**src/rtl/regs_pkg.sv**
```systemverilog
// Shared widths and types for the integer register-file writeback path.
package regs_pkg;

  localparam int XLEN   = 32;
  localparam int REG_AW = 5;
  localparam int NREGS  = 1 << REG_AW;

  typedef enum logic {
    WB_EX  = 1'b0,
    WB_MEM = 1'b1
  } wb_src_t;

endpackage

```
**src/rtl/regs_wb_ctrl_if.sv**
```systemverilog
// Bundle of the two writeback sources, the decode scoreboard hooks and the regs write port.
interface regs_wb_ctrl_if;
  import regs_pkg::*;

  // Handshake: a source raises valid with rd/data and holds all three stable until
  // it sees ready; a transfer happens on an edge where valid && ready, and ready is
  // never asserted without the matching valid.
  logic              ex_valid;
  logic              ex_ready;
  logic [REG_AW-1:0] ex_rd;
  logic [XLEN-1:0]   ex_data;

  logic              mem_valid;
  logic              mem_ready;
  logic [REG_AW-1:0] mem_rd;
  logic [XLEN-1:0]   mem_data;

  logic              sb_set;
  logic [REG_AW-1:0] sb_rd;
  logic [REG_AW-1:0] rs1;
  logic [REG_AW-1:0] rs2;
  logic              hazard;
  logic [NREGS-1:0]  busy;

  logic              w_en;
  logic [REG_AW-1:0] waddr;
  logic [XLEN-1:0]   wdata;

  modport master (
    output ex_valid, ex_rd, ex_data,
    output mem_valid, mem_rd, mem_data,
    output sb_set, sb_rd, rs1, rs2,
    input  ex_ready, mem_ready, hazard, busy,
    input  w_en, waddr, wdata
  );

  modport slave (
    input  ex_valid, ex_rd, ex_data,
    input  mem_valid, mem_rd, mem_data,
    input  sb_set, sb_rd, rs1, rs2,
    output ex_ready, mem_ready, hazard, busy,
    output w_en, waddr, wdata
  );

endinterface

```
**src/rtl/regs_scoreboard.sv**
```systemverilog
// Busy bit per architectural register: set at issue, cleared when regs commits the write.
module regs_scoreboard
  import regs_pkg::*;
(
  input  logic              clk,
  input  logic              rst,
  input  logic              set_en,
  input  logic [REG_AW-1:0] set_rd,
  input  logic              clr_en,
  input  logic [REG_AW-1:0] clr_rd,
  input  logic [REG_AW-1:0] rs1,
  input  logic [REG_AW-1:0] rs2,
  output logic [NREGS-1:0]  busy,
  output logic              hazard
);

  logic [NREGS-1:0] busy_q;
  logic [NREGS-1:0] busy_d;

  // Clear is applied first so a same-edge set of the same index wins; x0 is never marked.
  always_comb begin
    busy_d = busy_q;
    if (clr_en) begin
      busy_d[clr_rd] = 1'b0;
    end
    if (set_en && (set_rd != '0)) begin
      busy_d[set_rd] = 1'b1;
    end
  end

  always_ff @(posedge clk) begin
    if (rst) begin
      busy_q <= '0;
    end else begin
      busy_q <= busy_d;
    end
  end

  assign busy   = busy_q;
  assign hazard = busy_q[rs1] | busy_q[rs2];

endmodule

```
**src/rtl/regs_wb_ctrl.sv**
```systemverilog
// Round-robin arbiter between EX and LSU writebacks feeding the single regs write port.
module regs_wb_ctrl
  import regs_pkg::*;
(
  input  logic           clk,
  input  logic           rst,
  regs_wb_ctrl_if.slave  bus
);

  logic              last_mem_q;
  logic              last_mem_d;
  logic              w_en_q;
  logic              w_en_d;
  logic [REG_AW-1:0] waddr_q;
  logic [REG_AW-1:0] waddr_d;
  logic [XLEN-1:0]   wdata_q;
  logic [XLEN-1:0]   wdata_d;

  logic              grant;
  wb_src_t           grant_src;
  logic [REG_AW-1:0] sel_rd;
  logic [XLEN-1:0]   sel_data;

  // On a tie the source that did not win last time gets the port.
  always_comb begin
    grant     = 1'b0;
    grant_src = WB_EX;
    if (!rst) begin
      if (bus.ex_valid && bus.mem_valid) begin
        grant     = 1'b1;
        grant_src = last_mem_q ? WB_EX : WB_MEM;
      end else if (bus.mem_valid) begin
        grant     = 1'b1;
        grant_src = WB_MEM;
      end else if (bus.ex_valid) begin
        grant     = 1'b1;
        grant_src = WB_EX;
      end
    end
  end

  assign bus.ex_ready  = grant && (grant_src == WB_EX);
  assign bus.mem_ready = grant && (grant_src == WB_MEM);

  always_comb begin
    sel_rd   = bus.ex_rd;
    sel_data = bus.ex_data;
    if (grant_src == WB_MEM) begin
      sel_rd   = bus.mem_rd;
      sel_data = bus.mem_data;
    end
  end

  // x0 writes are accepted upstream but never reach regs.
  always_comb begin
    last_mem_d = last_mem_q;
    if (grant) begin
      last_mem_d = (grant_src == WB_MEM);
    end
    w_en_d  = grant && (sel_rd != '0);
    waddr_d = sel_rd;
    wdata_d = sel_data;
  end

  always_ff @(posedge clk) begin
    if (rst) begin
      last_mem_q <= 1'b0;
      w_en_q     <= 1'b0;
      waddr_q    <= '0;
      wdata_q    <= '0;
    end else begin
      last_mem_q <= last_mem_d;
      w_en_q     <= w_en_d;
      waddr_q    <= waddr_d;
      wdata_q    <= wdata_d;
    end
  end

  assign bus.w_en  = w_en_q;
  assign bus.waddr = waddr_q;
  assign bus.wdata = wdata_q;

  regs_scoreboard u_scoreboard (
    .clk    (clk),
    .rst    (rst),
    .set_en (bus.sb_set),
    .set_rd (bus.sb_rd),
    .clr_en (w_en_q),
    .clr_rd (waddr_q),
    .rs1    (bus.rs1),
    .rs2    (bus.rs2),
    .busy   (bus.busy),
    .hazard (bus.hazard)
  );

endmodule
```
**src/flat_wrapper.sv**
```systemverilog
// flat-port wrapper written by rule: the top's interface ports become plain ports
module regs_wb_ctrl_flat import regs_pkg::*;
  (clk, rst, bus_ex_valid, bus_ex_rd, bus_ex_data, bus_mem_valid, bus_mem_rd, bus_mem_data, bus_sb_set, bus_sb_rd, bus_rs1, bus_rs2, bus_ex_ready, bus_mem_ready, bus_hazard, bus_busy, bus_w_en, bus_waddr, bus_wdata);
  regs_wb_ctrl_if bus_i ();
  input  logic clk;
  input  logic rst;
  input wire logic [$bits(bus_i.ex_valid)-1:0] bus_ex_valid;
  input wire logic [$bits(bus_i.ex_rd)-1:0] bus_ex_rd;
  input wire logic [$bits(bus_i.ex_data)-1:0] bus_ex_data;
  input wire logic [$bits(bus_i.mem_valid)-1:0] bus_mem_valid;
  input wire logic [$bits(bus_i.mem_rd)-1:0] bus_mem_rd;
  input wire logic [$bits(bus_i.mem_data)-1:0] bus_mem_data;
  input wire logic [$bits(bus_i.sb_set)-1:0] bus_sb_set;
  input wire logic [$bits(bus_i.sb_rd)-1:0] bus_sb_rd;
  input wire logic [$bits(bus_i.rs1)-1:0] bus_rs1;
  input wire logic [$bits(bus_i.rs2)-1:0] bus_rs2;
  output wire logic [$bits(bus_i.ex_ready)-1:0] bus_ex_ready;
  output wire logic [$bits(bus_i.mem_ready)-1:0] bus_mem_ready;
  output wire logic [$bits(bus_i.hazard)-1:0] bus_hazard;
  output wire logic [$bits(bus_i.busy)-1:0] bus_busy;
  output wire logic [$bits(bus_i.w_en)-1:0] bus_w_en;
  output wire logic [$bits(bus_i.waddr)-1:0] bus_waddr;
  output wire logic [$bits(bus_i.wdata)-1:0] bus_wdata;
  assign bus_i.ex_valid = bus_ex_valid;
  assign bus_i.ex_rd = bus_ex_rd;
  assign bus_i.ex_data = bus_ex_data;
  assign bus_i.mem_valid = bus_mem_valid;
  assign bus_i.mem_rd = bus_mem_rd;
  assign bus_i.mem_data = bus_mem_data;
  assign bus_i.sb_set = bus_sb_set;
  assign bus_i.sb_rd = bus_sb_rd;
  assign bus_i.rs1 = bus_rs1;
  assign bus_i.rs2 = bus_rs2;
  assign bus_ex_ready = bus_i.ex_ready;
  assign bus_mem_ready = bus_i.mem_ready;
  assign bus_hazard = bus_i.hazard;
  assign bus_busy = bus_i.busy;
  assign bus_w_en = bus_i.w_en;
  assign bus_waddr = bus_i.waddr;
  assign bus_wdata = bus_i.wdata;
  regs_wb_ctrl u_core (.clk(clk), .rst(rst), .bus(bus_i));
endmodule
```
**config.mk**
```make
export PLATFORM = sky130hd
export DESIGN_NAME = regs_wb_ctrl_flat
export DESIGN_NICKNAME = d
export VERILOG_FILES = /design/src/rtl/regs_pkg.sv /design/src/rtl/regs_wb_ctrl_if.sv /design/src/rtl/regs_scoreboard.sv /design/src/rtl/regs_wb_ctrl.sv /design/src/flat_wrapper.sv
export SDC_FILE = /design/constraint.sdc
export NUM_CORES = 1
export LEC_CHECK = 0
export ABC_CLOCK_PERIOD_IN_PS = 1600
export BUFFER_PORTS_ARGS = -buffer_cell sky130_fd_sc_hd__buf_2
export CORE_MARGIN = 5
export CORE_UTILIZATION = 41
export DETAILED_ROUTE_END_ITERATION = 8
export GPL_TIMING_DRIVEN = 0
export PLACE_DENSITY = 0.81
export SYNTH_ARGS = -nofsm -noshare
export SYNTH_HDL_FRONTEND = slang
export SYNTH_SLANG_ARGS = --single-unit
```
**constraint.sdc**
```tcl
create_clock -name clk -period 1.6 [get_ports clk]
set_input_delay 0.08 -clock clk [delete_from_list [all_inputs] [get_ports clk]]
set_output_delay 0.08 -clock clk [all_outputs]
set_load 0.02 [all_outputs]
```
==> flow_summary.ini, run 1 <==
[run_status]
outcome = complete, but fails checks
violations = setup timing

[timing]
rsz0062_at_grt = yes
setup_tns_ns = -0.770
finalHoldWorstSlack_ns = 0.0522
fmax_mhz = 422
skew_ns = 0.00590
period_minus_slack_ns = 2.37
slew_headroom = 0.300
drv_slew = 0
tightest_slew_ns = 1.05
finalHoldViolCount = 0
setup_viol = 1
final.period_utilization = 1.48
setup_ws_ns = -0.770

[synthesis]
yosysWarnings = 0
syn_area_um2 = 3300
seq_area_frac_synth = 0.430
ys_ff_latch = 71
synth_cell_type_count = 36
synthCells = 398
avgSynthCellArea_um2 = 8.30
syn-num-nets = 492

[routing]
firstDrtPassIters = 6
drt_iter0_markers = 300
route.detailed.wl_per_inst_um = 19.0
vias_per_cell = 5.57
drc = 0
antenna_left = 0
via_count = 4188
wl_um = 14300

[floorplan]
start_util = 0.423
core_area_um2 = 7810
rows = 32
ios = 167
die_area_um2 = 9960
die_h_um = 99.8
die_w_um = 99.8

[global_route]
grt_max_degree = 14
antenna_found_initial = 2
grt_first_pass_wirelength_um = 22200
gr-usage-all-layers = 0.285
grt_pass1_vias = 4358
grt_overflow = 0

[clock_network]
cts-root-buf = clkbuf_8
clk_latency_ns = 0.35
clk_pin_slew_ns = 0.08
cts_sinks = 71
cts-buffers-inserted = 9
cts_tree = yes
ctsHtreeMaxLevel = 3
clockBufferDepth = 2

[placement]
dp_worst_setup_slack_ns = -0.463
numPortBuffers = 160
gp_congestion = 0.926
dp_hpwl_um = 8890

[setup_path]
crit_type = register to primary output
worst_ep_arrival_time_ns = 2.29
crit_path_start_kind = register
critPathMaxFanout = 4
cp.required_ns = 1.52
endpoint_kind = primary output

[pwr]
p_sw_frac = 0.298
combPwrFrac = 0.211
power_report.internal_total_mw = 2.91
vdd_ir_drop_max_uv = 485
p_sw_mw = 1.23
power_density_nw_per_um2 = 795
power.leakage_nw = 2.42
p_clk_frac = 0.328
report.power.total_mw = 4.14
p_seq_frac = 0.461

[worst_hold_path]
hold_path.class = input pin to register

[flow_run]
max_cap_viol_count = 0

[layout]
layout.nets = 737
fin_util = 0.667
syn2layout_area_growth_pct = 57.7
drive_gt1_frac = 0.329
nFillCells = 586
-- sequential cells by signal (all words and copies together), names as in the netlist --
name / flops
u_core.bus.wdata: 32
u_core.u_scoreboard.busy: 32
u_core.bus.waddr: 5
u_core.bus.w_en: 1
u_core.last_mem_q: 1
-- logic make-up after synthesis --
| kind of cell | share of synthesized area |
|---|---|
| compound gates | 0.149 |
| mux | 0.0996 |
| simple gates | 0.287 |
| flops | 0.430 |
| buf+inv | 0.0348 |
-- cell usage after synthesis (all sizes together) --
cell type,count,area [µm²]
a2111oi,4,35.0
a211o,1,8.76
a211oi,2,15.0
a21oi,39,195
a221oi,2,17.5
a22oi,1,7.51
and2,1,6.26
and3,2,12.5
and3b,1,8.76
buf,5,28.8
clkbuf,19,71.3
dfxtp,71,1420
inv,4,15.0
mux2,5,56.3
mux2i,4,40.0
mux4,10,233
nand2,114,428
nand2b,3,18.8
nand3,2,10.0
nand3b,37,278
nor2,8,30.0
nor2b,8,50.1
nor3,3,15.0
nor3b,5,37.5
nor4,1,6.26
o211ai,2,15.0
o21a,1,7.51
o21ai,34,170
o21bai,1,7.51
o22ai,2,12.5
or3,1,6.26
or3b,2,17.5
or4,3,22.5
-- power groups by stage --
stage	Clock [mW]	Sequential (mW)	Combinational, mW
6_report	1.36	1.91	0.874
5_1_grt	1.44	1.92	0.932
4_1_cts	1.38	1.90	0.822
3_5_place_dp	0	1.94	0.673
3_3_place_gp	0	1.94	0.660
2_1_floorplan	0	2.05	0.269
-- per-stage QoR --
stage / cell area, µm² / instances
after detailed placement: 4250 / 660
after CTS: 5200 / 751
final: 5210 / 752
after global placement: 4250 / 660
after global routing: 5210 / 752
after floorplan: 3320 / 398
-- per-layer routing --
| layer | GRT usage | wire length, µm | vias to the layer above |
|---|---|---|---|
| met2 | 0.478 | 6640 | 312 |
| li1 | - | - | 1885 |
| met1 | 0.327 | 5210 | 1945 |
| met5 | 0 | 0 | - |
| met3 | 0.0917 | 1920 | 46 |
| met4 | 0.141 | 545 | 0 |
-- final timing paths --
path,cells past startpoint,from,slack [ns],end
setup / recovery,6,u_core.u_scoreboard.busy[23],-0.77,bus_hazard
setup reg to reg,7,u_core.last_mem_q,0.12,u_core.bus.wdata[17]
hold / removal,3,bus_ex_valid,0.05,u_core.last_mem_q
hold reg to reg,1,u_core.u_scoreboard.busy[0],0.50,u_core.u_scoreboard.busy[0]
-- worst max-delay path, stage by stage, from the launching register on --
cell	delay (ns)
dfxtp_4	0.36
mux4_2	0.49
nor2b_2	0.12
nor3_1	0.05
or4_1	0.53
a211o_1	0.26
buf_6	0.13
-- cell usage in the layout (no fill, tap or decap), types with 3 or more instances in the layout --
cell and count:
clkbuf_8 9, inv_1 4, buf_2 162, nand2_1 114
clkbuf_2 7, dfxtp_1 63, a21oi_1 39, nor3_1 3
clkbuf_1 11, or4_1 3, nor2b_1 7, nand2b_1 3
mux2_2 5, dlygate4sd3_1 75, nor2_1 8, nand3b_1 37
mux2i_1 4, mux4_2 9, o21ai_0 32, dfxtp_2 6
nor3b_1 5, a2111oi_0 3
-- area by class of cell --
| cell class | instances | area (µm²) | share of cell area |
|---|---|---|---|
| buffer | 23 | 110 | 0.0211 |
| tap | 102 | 128 | 0.0245 |
| sequential | 71 | 1440 | 0.276 |
| clock buffer | 10 | 149 | 0.0286 |
| multi-input combinational | 299 | 1770 | 0.339 |
| antenna | 2 | 5.00 | 0.000960 |
| timing repair buffer | 235 | 1560 | 0.299 |
| clock inverter | 6 | 42.5 | 0.00816 |
| inverter | 4 | 15.0 | 0.00288 |
-- repair_timing --
item	CTS	global route
endpoints found under the hold margin	38	0
setup buffers	0	0
setup endpoints to repair	13	36
hold buffers	75	0
gates cloned	0	0
pin swaps	1	0
resized for setup	5	15
Power figures use the tool's default switching activity.
==> run 2, diff against run 1 <==
CORE_ASPECT_RATIO = 0.8   (was not set)
==> flow_summary.ini, run 2 (synthesis results as in run 1) <==
[layout]
final_common_cell = buf_2
syn2layout_area_growth_pct = 57.5
drive_gt1_frac = 0.337
layout.nets = 736
fin_util = 0.658
n_antenna_cell = 0
layout_common_cells = buf_2 (162), nand2_1 (114), dlygate4sd3_1 (74)

[timing]
slew_headroom = 0.301
tightest_slew_ns = 1.05
setup_ws_ns = -0.713
rsz0062_at_grt = yes
finalHoldViolCount = 0
finalHoldWorstSlack_ns = 0.0262
final.period_utilization = 1.45
fmax_mhz = 432
drv_slew = 0
setup_viol = 1
period_minus_slack_ns = 2.31
skew_ns = 0.00662

[setup_path]
crit_type = register to primary output
crit_path_start_kind = register
critPathSlowestCell = mux4_2
critPathMaxFanout = 4
cp.required_ns = 1.52
path_buf_inv = 1
worst_ep_arrival_time_ns = 2.23
critPathTopFamily = multiplexers
slowest_delay_ns = 0.50
endpoint_kind = primary output
regToRegSetupSlack_ns = 0.02
path_cells = mux4_2 -> o22ai_1 -> nor4_1 -> or4_1 -> a211o_1 -> buf_6

[routing]
via_count = 4213
vias_per_cell = 5.58
dr_wl_met2_um = 6470
firstDrtPassIters = 5
drc = 0
antenna_left = 0
route.detailed.wl_per_inst_um = 19.5
met1_length_um = 5570
drt_iter0_markers = 342
top_layer = met4
wl_um = 14700
met3_wirelength_um = 2140

[run_status]
outcome = complete, but fails checks
violations = setup timing

[floorplan]
die_w_um = 110
rows = 29
die_area_um2 = 9970
start_util = 0.418
ios = 167
core_area_um2 = 7910
die_h_um = 90.3

[placement]
dp_hpwl_um = 8970
gp_congestion = 0.883
dp_worst_setup_slack_ns = -0.421
numPortBuffers = 160

[clock_network]
cts_setup_buffers = 0
cts_tree = yes
ctsHtreeMaxLevel = 3
cts-root-buf = clkbuf_8
cts-buffers-inserted = 9
clk_latency_ns = 0.33
clk_pin_slew_ns = 0.07
clockBufferDepth = 2
cts_sinks = 71

[global_route]
gr-usage-all-layers = 0.289
grt_first_pass_wirelength_um = 22500
grt_overflow = 0
grt_max_degree = 13
grt_pass1_vias = 4248
antenna_found_initial = 0

[flow_run]
max_cap_viol_count = 0

[worst_hold_path]
hold_path.class = input pin to register

[pwr]
power.leakage_nw = 2.41
power_density_nw_per_um2 = 777
vdd_ir_drop_max_uv = 466
## run 2: where the power goes
group          switching (mW)  internal, mW  total (mW)
sequential             0.0583          1.85        1.91
combinational           0.492         0.399       0.890
clock                   0.645         0.596        1.24
## run 2: path summary, 6_finish.rpt
check | startpoint | to | depth (start not counted)
worst max-delay path | u_core.u_scoreboard.busy[5] | bus_hazard | 6
worst min-delay path | bus_mem_rd[3] | u_core.bus.waddr[3] | 3
worst max register to register | u_core.last_mem_q | u_core.bus.wdata[2] | 7
worst min register to register | u_core.u_scoreboard.busy[0] | u_core.u_scoreboard.busy[0] | 1
## run 2: repair_timing
action / CTS / global route
pin swaps: 1 / 0
hold buffers: 74 / 0
setup endpoints to repair: 25 / 36
hold endpoints to repair: 38 / 0
gates resized for setup: 9 / 20
## run 2: worst register-to-register path: cells and delay by family, from the launching register on
kind            cells  cell delay (ns)
buf+inv             3             0.62
flops               1             0.36
simple gates        3             0.34
compound gates      1             0.20
## run 2: final cells by class
class | count | area (µm²)
buffer | 23 | 115
clock buffer | 10 | 138
clock inverter | 6 | 36.3
fill | 608 | 2710
inverter | 4 | 15.0
multi-input combinational | 299 | 1780
sequential | 71 | 1440
tap | 108 | 135
timing repair buffer | 234 | 1550
## run 2: routing by layer
metal	global-route usage	up-vias
li1	-	1881
met1	0.368	1933
met2	0.439	342
met3	0.103	57
met4	0.125	0
met5	0	-
## run 2: stage by stage
step / cells / total power, mW / setup TNS, ns / instance area [µm²]
CTS: 756 / 3.99 / -0.720 / 5180
detailed placement: 666 / 2.62 / -1.99 / 4250
finish: 755 / 4.04 / -0.713 / 5200
global route: 755 / 4.19 / -0.822 / 5200
floorplan: 398 / 2.31 / -0.261 / 3320
global placement: 666 / 2.60 / -0.762 / 4250
==> run 3, diff against run 2 <==
==> constraint.sdc (replaced) <==
create_clock -name clk -period 1.6 [get_ports clk]
set_input_delay 0.16 -clock clk [delete_from_list [all_inputs] [get_ports clk]]
set_output_delay 0.16 -clock clk [all_outputs]
set_load 0.02 [all_outputs]
==> flow_summary.ini, run 3 (synthesis results as in run 1) <==
[pwr]
vdd_ir_drop_max_uv = 658
power_density_nw_per_um2 = 846
power.leakage_nw = 2.12

[setup_path]
regToRegSetupSlack_ns = 0.13
crit_type = register to primary output
rr_worst_depth = 3
endpoint_kind = primary output
crit_path_start_kind = register
r2r_start = u_core.bus.waddr[2]
r2r-end = u_core.u_scoreboard.busy[5]
cp.required_ns = 1.44
critPathMaxFanout = 4
worst_ep_arrival_time_ns = 2.24

[global_route]
gr-usage-all-layers = 0.219
grt_first_pass_wirelength_um = 17300
antenna_found_initial = 0
grt_pass1_vias = 3557
grt_max_degree = 12
grt_overflow = 0

[flow_run]
max_cap_viol_count = 0

[layout]
syn2layout_area_growth_pct = 35.9
fin_util = 0.568
nFillCells = 765
layout_common_cells = buf_2 (161), nand2_1 (114), dfxtp_1 (61)
final_common_cell = buf_2
n_antenna_cell = 0
layout.nets = 667
drive_gt1_frac = 0.369

[timing]
skew_ns = 0.00944
final.period_utilization = 1.50
setup_viol = 1
tightest_slew_ns = 1.12
drv_slew = 0
period_minus_slack_ns = 2.40
rsz0062_at_grt = yes
finalHoldViolCount = 0
fmax_mhz = 416
setup_ws_ns = -0.805
slew_headroom = 0.251

[worst_hold_path]
min_to = u_core.bus.wdata[19]
hold_path.class = input pin to register
min_from = bus_mem_data[19]
holdPathStages = 3

[clock_network]
ctsHtreeMaxLevel = 3
clk_pin_slew_ns = 0.07
cts_setup_buffers = 0
cts-root-buf = clkbuf_8
cts-buffers-inserted = 9
clk_latency_ns = 0.33
cts_tree = yes
cts_sinks = 71
clockBufferDepth = 2

[placement]
dp_worst_setup_slack_ns = -0.500
gp_congestion = 0.855
numPortBuffers = 160
dp_hpwl_um = 8780

[routing]
drc = 0
antenna_left = 0
wl_um = 11100
vias_per_cell = 5.30
via_count = 3629
route.detailed.wl_per_inst_um = 16.3
firstDrtPassIters = 5
drt_iter0_markers = 254

[floorplan]
die_h_um = 90.3
start_util = 0.418
die_area_um2 = 9970
core_area_um2 = 7910
die_w_um = 110
rows = 29
ios = 167

[run_status]
violations = setup timing
outcome = complete, but fails checks
run 3: cell types whose count changed in the layout (fill, tap and decap cells not counted), sizes merged:
| cell | before | now |
|---|---|---|
| buf | 165 | 166 |
| dlygate4sd3 | 74 | 5 |
| clkinv | 5 | 2 |
| clkinvlp | 1 | 0 |
| clkbuf | 28 | 30 |
run 3: repair_timing:
item | in CTS | in global routing
pin swaps | 1 | 0
gates cloned | 0 | 0
gates resized for setup | 8 | 13
hold endpoints to repair | 5 | 0
hold buffers | 5 | 0
endpoints found under the setup margin | 23 | 30
run 3: report_power, final:
part	switching, mW	internal (mW)	leakage [nW]
sequential	0.0504	1.85	0.590
clock	0.603	0.594	0.0833
combinational	0.408	0.287	1.45
total	1.06	2.74	2.12
run 3: worst max-delay path by stage:
stage	startpoint	end	slack [ns]
after floorplan	u_core.u_scoreboard.busy[23]	bus_hazard	-0.34
after global placement	bus_rs2[0]	bus_hazard	-0.51
after detailed placement	bus_rs2[0]	bus_hazard	-0.50
after CTS	u_core.u_scoreboard.busy[23]	bus_hazard	-0.82
after global routing	u_core.u_scoreboard.busy[23]	bus_hazard	-0.88
final	u_core.u_scoreboard.busy[23]	bus_hazard	-0.80
run 3: layout make-up:
type	instances	area (µm²)	share of cell area
flip-flops and latches	71	1440	0.321
repair buffers	165	860	0.191
clock inverters	2	10.0	0.00223
clock buffers	13	149	0.0332
plain buffers	23	116	0.0259
well taps	108	135	0.0301
multi-input cells	299	1770	0.393
inverters	4	15.0	0.00334
run 3: metrics by stage:
step	cell area, µm²	total power [mW]	hold slack [ns]	instances	setup TNS, ns
floorplan	3320	2.32	0.259	398	-0.341
global placement	4260	2.60	0.343	666	-3.35
detailed placement	4260	2.62	0.349	666	-4.17
CTS	4480	3.82	0.00175	686	-0.822
global route	4490	3.97	0.00507	685	-0.878
finish	4490	3.80	0.0118	685	-0.805
run 3: critical path: stages (launching register included):
cell and delay, ns:
dfxtp_4 0.35, mux4_2 0.49, nor2b_2 0.12, nor3_1 0.04, or4_1 0.52, a211o_1 0.26
buf_6 0.13
run 3: layer usage:
metal / share of wire / up-vias / wire, µm / global-route usage
met5: 0 / - / 0 / 0
met4: 0.012 / 0 / 129 / 0.0615
met3: 0.11 / 12 / 1260 / 0.0665
met2: 0.47 / 199 / 5180 / 0.361
met1: 0.41 / 1674 / 4570 / 0.275
li1: - / 1744 / - / -
